## src/rtl/uart_rx_param.sv

```systemverilog
// Parametrised UART receiver: 2-flop synchroniser, 3-sample majority vote per bit,
// configurable word length / parity / stop bits / bit order, valid/ready word output.
// Ports:
//   rxclk      - clock
//   rst_n      - synchronous active-low reset
//   rxclken    - bit-timing enable; line FSM, counters and vote samples advance only when 1
//   rx         - asynchronous serial line, idle high
//   dout       - received word, stable while dout_valid=1
//   dout_valid - word available
//   dout_ready - consumer accepts the word
//   parity_err - parity mismatch for the held word (qualified by dout_valid)
//   frame_err  - a stop bit of the held word was sampled 0 (qualified by dout_valid)
//   overrun    - 1-cycle pulse when a completed word is dropped because dout is full
//   busy       - line FSM is not idle
module uart_rx_param #(
  parameter int unsigned CLKS_PER_BIT = 1085,
  parameter int unsigned DATA_BITS    = 8,
  parameter int unsigned PARITY_EN    = 0,
  parameter int unsigned PARITY_ODD   = 0,
  parameter int unsigned STOP_BITS    = 1,
  parameter int unsigned MSB_FIRST    = 1
) (
  input  logic                 rxclk,
  input  logic                 rst_n,
  input  logic                 rxclken,
  input  logic                 rx,
  output logic [DATA_BITS-1:0] dout,
  output logic                 dout_valid,
  input  logic                 dout_ready,
  output logic                 parity_err,
  output logic                 frame_err,
  output logic                 overrun,
  output logic                 busy
);

  localparam int unsigned CW   = $clog2(CLKS_PER_BIT);
  localparam int unsigned HALF = (CLKS_PER_BIT - 1) / 2;
  localparam int unsigned BW   = $clog2(DATA_BITS + 1);

  localparam logic [CW-1:0] CNT_HALF  = CW'(HALF);
  localparam logic [CW-1:0] CNT_LAST  = CW'(CLKS_PER_BIT - 1);
  localparam logic [BW-1:0] DATA_LAST = BW'(DATA_BITS - 1);
  localparam logic [BW-1:0] STOP_LAST = BW'(STOP_BITS - 1);
  localparam logic          ODD       = (PARITY_ODD != 0);

  typedef enum logic [2:0] {S_IDLE, S_START, S_DATA, S_PAR, S_STOP} state_e;

  state_e                 state_q, state_d;
  logic                   rx_meta_q, rxs_q;
  logic [1:0]             smp_q;
  logic [CW-1:0]          cnt_q, cnt_d;
  logic [BW-1:0]          bit_q, bit_d;
  logic [DATA_BITS-1:0]   shift_q, shift_d;
  logic                   perr_q, perr_d, ferr_q, ferr_d;
  logic [DATA_BITS-1:0]   dout_q, dout_d;
  logic                   valid_q, valid_d;
  logic                   perr_out_q, perr_out_d, ferr_out_q, ferr_out_d;
  logic                   ovr_q, ovr_d;
  logic                   busy_q;
  logic                   vote_c, at_half_c, at_last_c, done_c;

  // rxs_q and smp_q hold the last three line samples; vote taken at the decision count
  assign vote_c    = (smp_q[1] & smp_q[0]) | (smp_q[1] & rxs_q) | (smp_q[0] & rxs_q);
  assign at_half_c = (cnt_q == CNT_HALF);
  assign at_last_c = (cnt_q == CNT_LAST);

  // Synchroniser resets to idle-high so reset never looks like a start bit
  always_ff @(posedge rxclk) begin
    if (!rst_n) begin
      rx_meta_q <= 1'b1;
      rxs_q     <= 1'b1;
      smp_q     <= 2'b11;
    end else begin
      rx_meta_q <= rx;
      rxs_q     <= rx_meta_q;
      if (rxclken) smp_q <= {smp_q[0], rxs_q};
    end
  end

  // State register
  always_ff @(posedge rxclk) begin
    if (!rst_n) state_q <= S_IDLE;
    else        state_q <= state_d;
  end

  // Next-state logic
  always_comb begin
    state_d = state_q;
    if (rxclken) begin
      case (state_q)
        S_IDLE:  if (!rxs_q) state_d = S_START;
        S_START: if (at_half_c) state_d = vote_c ? S_IDLE : S_DATA;
        S_DATA:  if (at_last_c && (bit_q == DATA_LAST))
                   state_d = (PARITY_EN != 0) ? S_PAR : S_STOP;
        S_PAR:   if (at_last_c) state_d = S_STOP;
        S_STOP:  if (at_last_c && (bit_q == STOP_LAST)) state_d = S_IDLE;
        default: state_d = S_IDLE;
      endcase
    end
  end

  // Bit timing, data assembly and per-frame error tracking
  always_comb begin
    cnt_d   = cnt_q;
    bit_d   = bit_q;
    shift_d = shift_q;
    perr_d  = perr_q;
    ferr_d  = ferr_q;
    done_c  = 1'b0;
    if (rxclken) begin
      cnt_d = cnt_q + CW'(1);
      case (state_q)
        S_IDLE: begin
          cnt_d  = '0;
          bit_d  = '0;
          perr_d = 1'b0;
          ferr_d = 1'b0;
        end
        S_START: if (at_half_c) cnt_d = '0;
        S_DATA: if (at_last_c) begin
          cnt_d   = '0;
          shift_d = (MSB_FIRST != 0) ? {shift_q[DATA_BITS-2:0], vote_c}
                                     : {vote_c, shift_q[DATA_BITS-1:1]};
          bit_d   = (bit_q == DATA_LAST) ? '0 : bit_q + BW'(1);
        end
        S_PAR: if (at_last_c) begin
          cnt_d  = '0;
          perr_d = ((^shift_q) ^ vote_c) != ODD;
        end
        S_STOP: if (at_last_c) begin
          cnt_d = '0;
          bit_d = bit_q + BW'(1);
          if (!vote_c) ferr_d = 1'b1;
          if (bit_q == STOP_LAST) done_c = 1'b1;
        end
        default: cnt_d = '0;
      endcase
    end
  end

  // Output holding register: load on completion if empty or being drained, else flag overrun
  always_comb begin
    dout_d     = dout_q;
    valid_d    = valid_q;
    perr_out_d = perr_out_q;
    ferr_out_d = ferr_out_q;
    ovr_d      = 1'b0;
    if (done_c && (!valid_q || dout_ready)) begin
      dout_d     = shift_q;
      valid_d    = 1'b1;
      perr_out_d = perr_q;
      ferr_out_d = ferr_d;
    end else if (done_c) begin
      ovr_d = 1'b1;
    end else if (valid_q && dout_ready) begin
      valid_d = 1'b0;
    end
  end

  // Datapath and output registers
  always_ff @(posedge rxclk) begin
    if (!rst_n) begin
      cnt_q      <= '0;
      bit_q      <= '0;
      shift_q    <= '0;
      perr_q     <= 1'b0;
      ferr_q     <= 1'b0;
      dout_q     <= '0;
      valid_q    <= 1'b0;
      perr_out_q <= 1'b0;
      ferr_out_q <= 1'b0;
      ovr_q      <= 1'b0;
      busy_q     <= 1'b0;
    end else begin
      cnt_q      <= cnt_d;
      bit_q      <= bit_d;
      shift_q    <= shift_d;
      perr_q     <= perr_d;
      ferr_q     <= ferr_d;
      dout_q     <= dout_d;
      valid_q    <= valid_d;
      perr_out_q <= perr_out_d;
      ferr_out_q <= ferr_out_d;
      ovr_q      <= ovr_d;
      busy_q     <= (state_d != S_IDLE);
    end
  end

  assign dout       = dout_q;
  assign dout_valid = valid_q;
  assign parity_err = perr_out_q;
  assign frame_err  = ferr_out_q;
  assign overrun    = ovr_q;
  assign busy       = busy_q;

endmodule

```

## config.mk

```make
export PLATFORM = sky130hd
export DESIGN_NAME = uart_rx_param
export DESIGN_NICKNAME = d
export VERILOG_FILES = /design/src/rtl/uart_rx_param.sv
export SDC_FILE = /design/constraint.sdc
export NUM_CORES = 1
export LEC_CHECK = 0
export CORE_MARGIN = 2
export CORE_UTILIZATION = 30
export DETAILED_ROUTE_END_ITERATION = 7
export GPL_ROUTABILITY_DRIVEN = 0
export HOLD_SLACK_MARGIN = 0.15
export SLEW_MARGIN = 15
export SYNTH_ARGS = -nofsm -noshare
export SYNTH_HDL_FRONTEND = slang
export SYNTH_SLANG_ARGS = --single-unit
```

## constraint.sdc

```tcl
create_clock -name rxclk -period 4.4 [get_ports rxclk]
set_input_delay 0.66 -clock rxclk [delete_from_list [all_inputs] [get_ports rxclk]]
set_output_delay 0.66 -clock rxclk [all_outputs]
set_load 0.1 [all_outputs]
```

==> metrics.md, run 1 <==
| Metric | Value |
|---|---|
| Critical path type | in2reg |
| RSZ-0062 raised after global routing | false |
| Met3 global-route usage | 0.0257 |
| Final min period | 2.72 ns |
| Postcts setup bufs | 0 |
| Final number of max-transition violations | 0 |
| DR WL/cell | 14.8 µm |
| Synth Area in Adders | 0.0342 |
| Post-Synthesis Cells | between 200 and 300 |
| Met1 usage | 0.173 |
| Cts bufs inserted | 5 |
| Worst path arrival time | 2.91 ns |
| FMAX | 367 MHz |
| FILL cells | 823 |
| Post-Synth Simple-Gate Area | 0.226 |
| Chip height | roughly 94 µm |
| Core area | 0.00777 mm² |
| Die width | around 94 µm |
| Synth Area in XOR/XNOR | 0.0565 |
| Syn nets | between 200 and 300 |
| Crit end category | register |
| Worst-margin pin slew | 0.970 ns |
| CP max FO | 34 |
| Final Setup Violations | 0 |
| Period Utilization, post-route | 0.619 |
| Vias in the first global route | 1,985 |
| Post-synthesis sequential area ratio | 0.373 |
| Post-synth ARST share | 0 |
| EDFF count, synth | 0 |
| Worst Path Required | around 4.6 ns |
| Pin count of the biggest net entering global routing | 35 |
| Unique masters post-synth | 59 |
| CTS root buffer | clkbuf_8 |
| First-pass GRT wire length | 9.59 mm |
| Commonest cells after routing, fill and taps aside | 45 x dfxtp_1, 24 x a21oi_1, 17 x clkdlybuf4s50_1 |
| Area growth from synthesis to layout | 11.8% |
| Most common cell after layout, fill and taps aside | dfxtp_1 |
| Avg Synthesized Cell Area | 8.65 µm² |
| Setup WS pre-CTS | roughly 1.4 ns |
| Num ports | 18 |
| Synth warn | 0 |
| Compound-Gate Fraction of Synth Area | 0.228 |
| Worst hold slack | 0.417 ns |
| Met2 Track Usage GR | 0.226 |
| Leak | 0.809 nW |
| Die ar. | 0.00877 mm² |
| DRT antenna net count | 0 |
| Total Wirelength | approximately 5.7 mm |
| Area share of the largest cell type after synthesis | 0.373 |
| Max rail drop VDD | around 0.00013 V |
| Vias per cell | roughly 5.4 |
| Seq cells post-synth | between 40 and 50 |
| Initial antenna violation count | 0 |
| Final net count | just under 300 |
| Mapped Area | 0.00241 mm² |
| Most common flop cell mapped by yosys | dfxtp_1 |
| Final HPWL DP | 3.84 mm |
| Run status | finished, final reports clean |
| Post_cts resized | 0 |
| Post-CTS Hold Buffers | 0 |
| Htree depth | 2 |
| CTS tree | done |
| DRC | 0 |
| Mux share of post-synthesis cell area | 0.0171 |
| Yosys top cell by area | dfxtp_1 |
| Placed cells | 375 |
| Slowest stage delay, CP | 0.92 ns |
| Fin util | 0.347 |
| Setup TNS | 0 ns |
| Top post-synthesis cells by area | dfxtp_1 37%, a21oi_1 5.0%, nand4_1 3.9% |
| Crit path buf inv count | 2 |
| Final worst setup slack | 1.68 ns |
| Worst path slowest cell | clkinv_1 |
| Port Buffers | 17 |
| Power per cell area | 278 mW/mm² |
| Clock skew | 0.00642 ns |
| Ant. Diodes | 0 |
| Max cap viols | 0 |
| Worst-path clk slew | 0.09 ns |
| Drt initial violations | 163 |
| Global route total overflow | 0 |
| Critical Path Start Type | input pin |
| Busiest grt layer | met2 |
| CTS max path bufs | 2 |
| Clock Sinks | 45 |
| Worst Hold Class | reg2reg |
| Critical path's top delay family | buffers and inverters |
| DR vias | 2,050 |
| Final hold vios | 0 |
| Cells along the critical path | clkdlybuf4s50_1 > clkinv_1 > a41oi_1 |
| Ratio of cells with drive above 1 in the final layout | 0.0534 |
| Row cnt | 32 |
| Post-layout power | 0.750 mW |
| Main combinational cell family by area after synthesis | compound AO/OA/AOI/OAI gates |
| GRT Overall Usage | 0.135 |
| Slew HR | 0.349 |
| Initial Util | 0.311 |
| Clk Latency, worst-skew pair | 0.30 ns |
| TritonRoute pass-1 iters | 4 |
| Final std cells w/o fill | about 380 |
| Design area | 0.00270 mm² |
| Placed Area | 0.00260 mm² |
-- routing by layer --
metal / part of all wire / up-vias
met2: 0.48 / 25
met5: 0 / -
met4: 0.015 / 0
met1: 0.48 / 977
met3: 0.029 / 9
li1: - / 1039
-- synth_stat cells (2+ instances only) --
cell and number:
nor2_1 12, inv_1 12, maj3_1 2, o31ai_1 11, a22o_1 2, mux2i_1 3, nor4_1 3, clkbuf_1 11
o21ai_0 9, nand2b_1 6, o41ai_1 2, and3b_1 2, nor3_1 6, nand4_1 15, and3_1 4, ha_1 5
a311oi_1 2, a31oi_1 2, buf_2 8, nor3b_1 2, buf_1 2, nand3_1 16, o211ai_1 2, dfxtp_1 45
a21oi_1 24, xor2_1 3, or3_1 3, nor2b_1 3, nand2_1 14, xnor2_1 10, a32o_1 3, a211oi_1 8
-- final timing paths --
path	start	endpoint	slack, ns	cells past startpoint
worst max-delay path	rst_n	busy	1.68	3
worst min-delay path	rx_meta_q	rxs_q	0.42	1
worst min register to register	rx_meta_q	rxs_q	0.42	1
worst max register to register	cnt_q[0]	dout[1]	2.28	6
-- state kept, by name, indices dropped and copies added (netlist names) --
name / flops
ferr_q: 1
cnt_q: 11
perr_q: 1
frame_err: 1
dout: 8
rxs_q: 1
rx_meta_q: 1
smp_q: 2
shift_q: 8
overrun: 1
dout_valid: 1
busy: 1
bit_q: 4
parity_err: 1
state_q: 3
-- layout make-up --
type                    count  area [µm²]  share of cell area
multi-input cells         198        1360               0.503
flip-flops and latches     45         901               0.334
repair buffers             17         170              0.0631
well taps                 102         128              0.0473
clock buffers               5        68.8              0.0255
inverters                  13        48.8              0.0181
clock inverters             3        25.0             0.00928
-- cell families (layout without fill, tap and decap cells) --
kind of cell | Yosys count | in the layout
xor gates and xnor gates | 14 | 14
adders and majority gates | 7 | 7
DFF | 45 | 45
muxes | 4 | 4
and+or+nand+nor | 95 | 95
AOI/OAI and AO/OA | 78 | 78
buffers and inverters | 36 | 38
-- report_power, final --
group	switching, mW	internal (mW)	leakage [nW]
Combinational	0.0416	0.0163	0.401
Clock	0.156	0.115	0.0447
Sequential	0.00953	0.411	0.364
Total	0.207	0.542	0.809
Note: power is estimated with default switching activity, not from simulation.
==> run 2, diff against run 1 <==
==> constraint.sdc (replaced) <==
create_clock -name rxclk -period 2.55 [get_ports rxclk]
set_input_delay 0.3825 -clock rxclk [delete_from_list [all_inputs] [get_ports rxclk]]
set_output_delay 0.3825 -clock rxclk [all_outputs]
set_load 0.1 [all_outputs]
==> metrics.md, run 2 (synthesized netlist as in run 1, its figures left out) <==
| Metric | Value |
|---|---|
| Run status | finished, final reports clean |
| Drt initial violations | 98 |
| Commonest cells after routing, fill and taps aside | 45 x dfxtp_1, 24 x a21oi_1, 23 x buf_4 |
| Post-CTS Hold Buffers | 0 |
| DRC | 0 |
| RSZ-0062 raised after global routing | false |
| Core area | 0.00777 mm² |
| Clock skew | roughly 0.017 ns |
| Cells along the critical path | inv_1 > ha_1 > and4b_1 > and4_1 > a2bb2oi_1 > a41oi_1 |
| Row cnt | 32 |
| Vias per cell | around 5.3 |
| Max rail drop VDD | around 0.00016 V |
| Slowest stage delay, CP | 0.51 ns |
| Worst path arrival time | roughly 2.2 ns |
| First-pass GRT wire length | slightly above 10 mm |
| CTS max path bufs | 2 |
| Reg2Reg Depth | 6 |
| Postcts setup bufs | 0 |
| DRT antenna net count | 0 |
| Ratio of cells with drive above 1 in the final layout | 0.131 |
| Power Internal | between 0.9 and 1 mW |
| Most common cell after layout, fill and taps aside | dfxtp_1 |
| Max reg flops | 11 |
| CTS tree | done |
| Total Wirelength | 5.67 mm |
| Clk Latency, worst-skew pair | 0.30 ns |
| Worst Hold Class | reg2reg |
| Slew HR | 0.556 |
| Initial antenna violation count | 0 |
| Worst hold stages | 1 |
| Worst-path clk slew | 0.09 ns |
| Final HPWL DP | roughly 4 mm |
| Fin util | 0.353 |
| Critical Path Start Type | register |
| Worst-margin pin slew | 0.665 ns |
| FMAX | 491 MHz |
| Ant. Diodes | 0 |
| Period Utilization, post-route | 0.798 |
| Final hold vios | 0 |
| Die width | roughly 94 µm |
| Power per cell area | 474 mW/mm² |
| Chip height | 93.7 µm |
| Final number of max-transition violations | 0 |
| Setup TNS | 0 ns |
| Crit end category | register |
| FILL cells | 857 |
| DR vias | 2,076 |
| Final net count | 300 |
| Final min period | 2.04 ns |
| Clock power share | 0.358 |
| Pin count of the biggest net entering global routing | 35 |
| Vias in the first global route | 2,078 |
| Global route total overflow | 0 |
| Initial Util | 0.311 |
| Worst path slowest cell | and4_1 |
| Cts bufs inserted | 5 |
| Area growth from synthesis to layout | 13.5% |
| Biggest register | cnt_q |
| Logic pwr share | 0.090 |
| Clock Sinks | 45 |
| Num ports | 18 |
| Leak | between 0.8 and 0.9 nW |
| Post_cts resized | 0 |
| Max cap viols | 0 |
| Sequential power share | 0.553 |
| Switching Share | 0.273 |
| CP max FO | 11 |
| Sw Pwr | between 0.3 and 0.4 mW |
| Setup slack, reg-to-reg | approximately 0.5 ns |
| Critical path type | reg2reg |
| Port Buffers | 17 |
| TritonRoute pass-1 iters | 4 |
| Htree depth | 2 |
| Die ar. | 0.00877 mm² |
| DR WL/cell | 14.4 µm |
| GRT Overall Usage | 0.142 |
| Worst Path Required | 2.71 ns |
| Final Setup Violations | 0 |
| CTS root buffer | clkbuf_8 |
-- run 2: final timing paths --
path	startpoint	end
setup / recovery	cnt_q[0]	busy
hold / removal	rx_meta_q	rxs_q
setup reg to reg	cnt_q[0]	busy
hold reg to reg	rx_meta_q	rxs_q
-- run 2: power groups by stage --
stage                     Sequential (mW)  Clock [mW]  Combinational, mW
after floorplan                     0.746           0             0.0662
after global placement              0.734           0              0.117
after detailed placement            0.734           0              0.117
after CTS                           0.718       0.486              0.117
after global routing                0.719       0.521              0.129
final                               0.718       0.464              0.116
-- run 2: cell type report --
| cell class | count | area (µm²) | area share |
|---|---|---|---|
| multi-input cells | 198 | 1360 | 0.495 |
| clock inverters | 3 | 25.0 | 0.00914 |
| repair buffers | 27 | 213 | 0.0777 |
| flip-flops and latches | 45 | 901 | 0.329 |
| inverters | 13 | 48.8 | 0.0178 |
| clock buffers | 5 | 68.8 | 0.0251 |
| well taps | 102 | 128 | 0.0466 |
-- run 2: worst max-delay path, delay by kind of cell, from the launching register on --
kind | cells | cell delay [ns]
fa+ha+maj | 1 | 0.17
compound gates | 2 | 0.40
flops | 1 | 0.37
simple gates | 2 | 0.84
buf+inv | 1 | 0.11
-- run 2: through the flow --
| stage | cells | instance area, µm² | hold WS [ns] | setup WS, ns | total power [mW] |
|---|---|---|---|---|---|
| floorplan | 279 | 2410 | 0.386 | 0.808 | 0.812 |
| global placement | 385 | 2650 | 0.390 | 0.513 | 0.850 |
| detailed placement | 385 | 2650 | 0.392 | 0.481 | 0.851 |
| CTS | 393 | 2740 | 0.416 | 0.501 | 1.32 |
| global route | 393 | 2740 | 0.439 | 0.255 | 1.37 |
| finish | 393 | 2740 | 0.412 | 0.514 | 1.30 |
-- run 2: routing by layer --
layer	track usage	vias to the layer above	wire (µm)
met5	0	-	0
met4	0.0217	0	20
met3	0.0265	2	106
met2	0.257	14	2960
met1	0.178	1002	2580
li1	-	1058	-
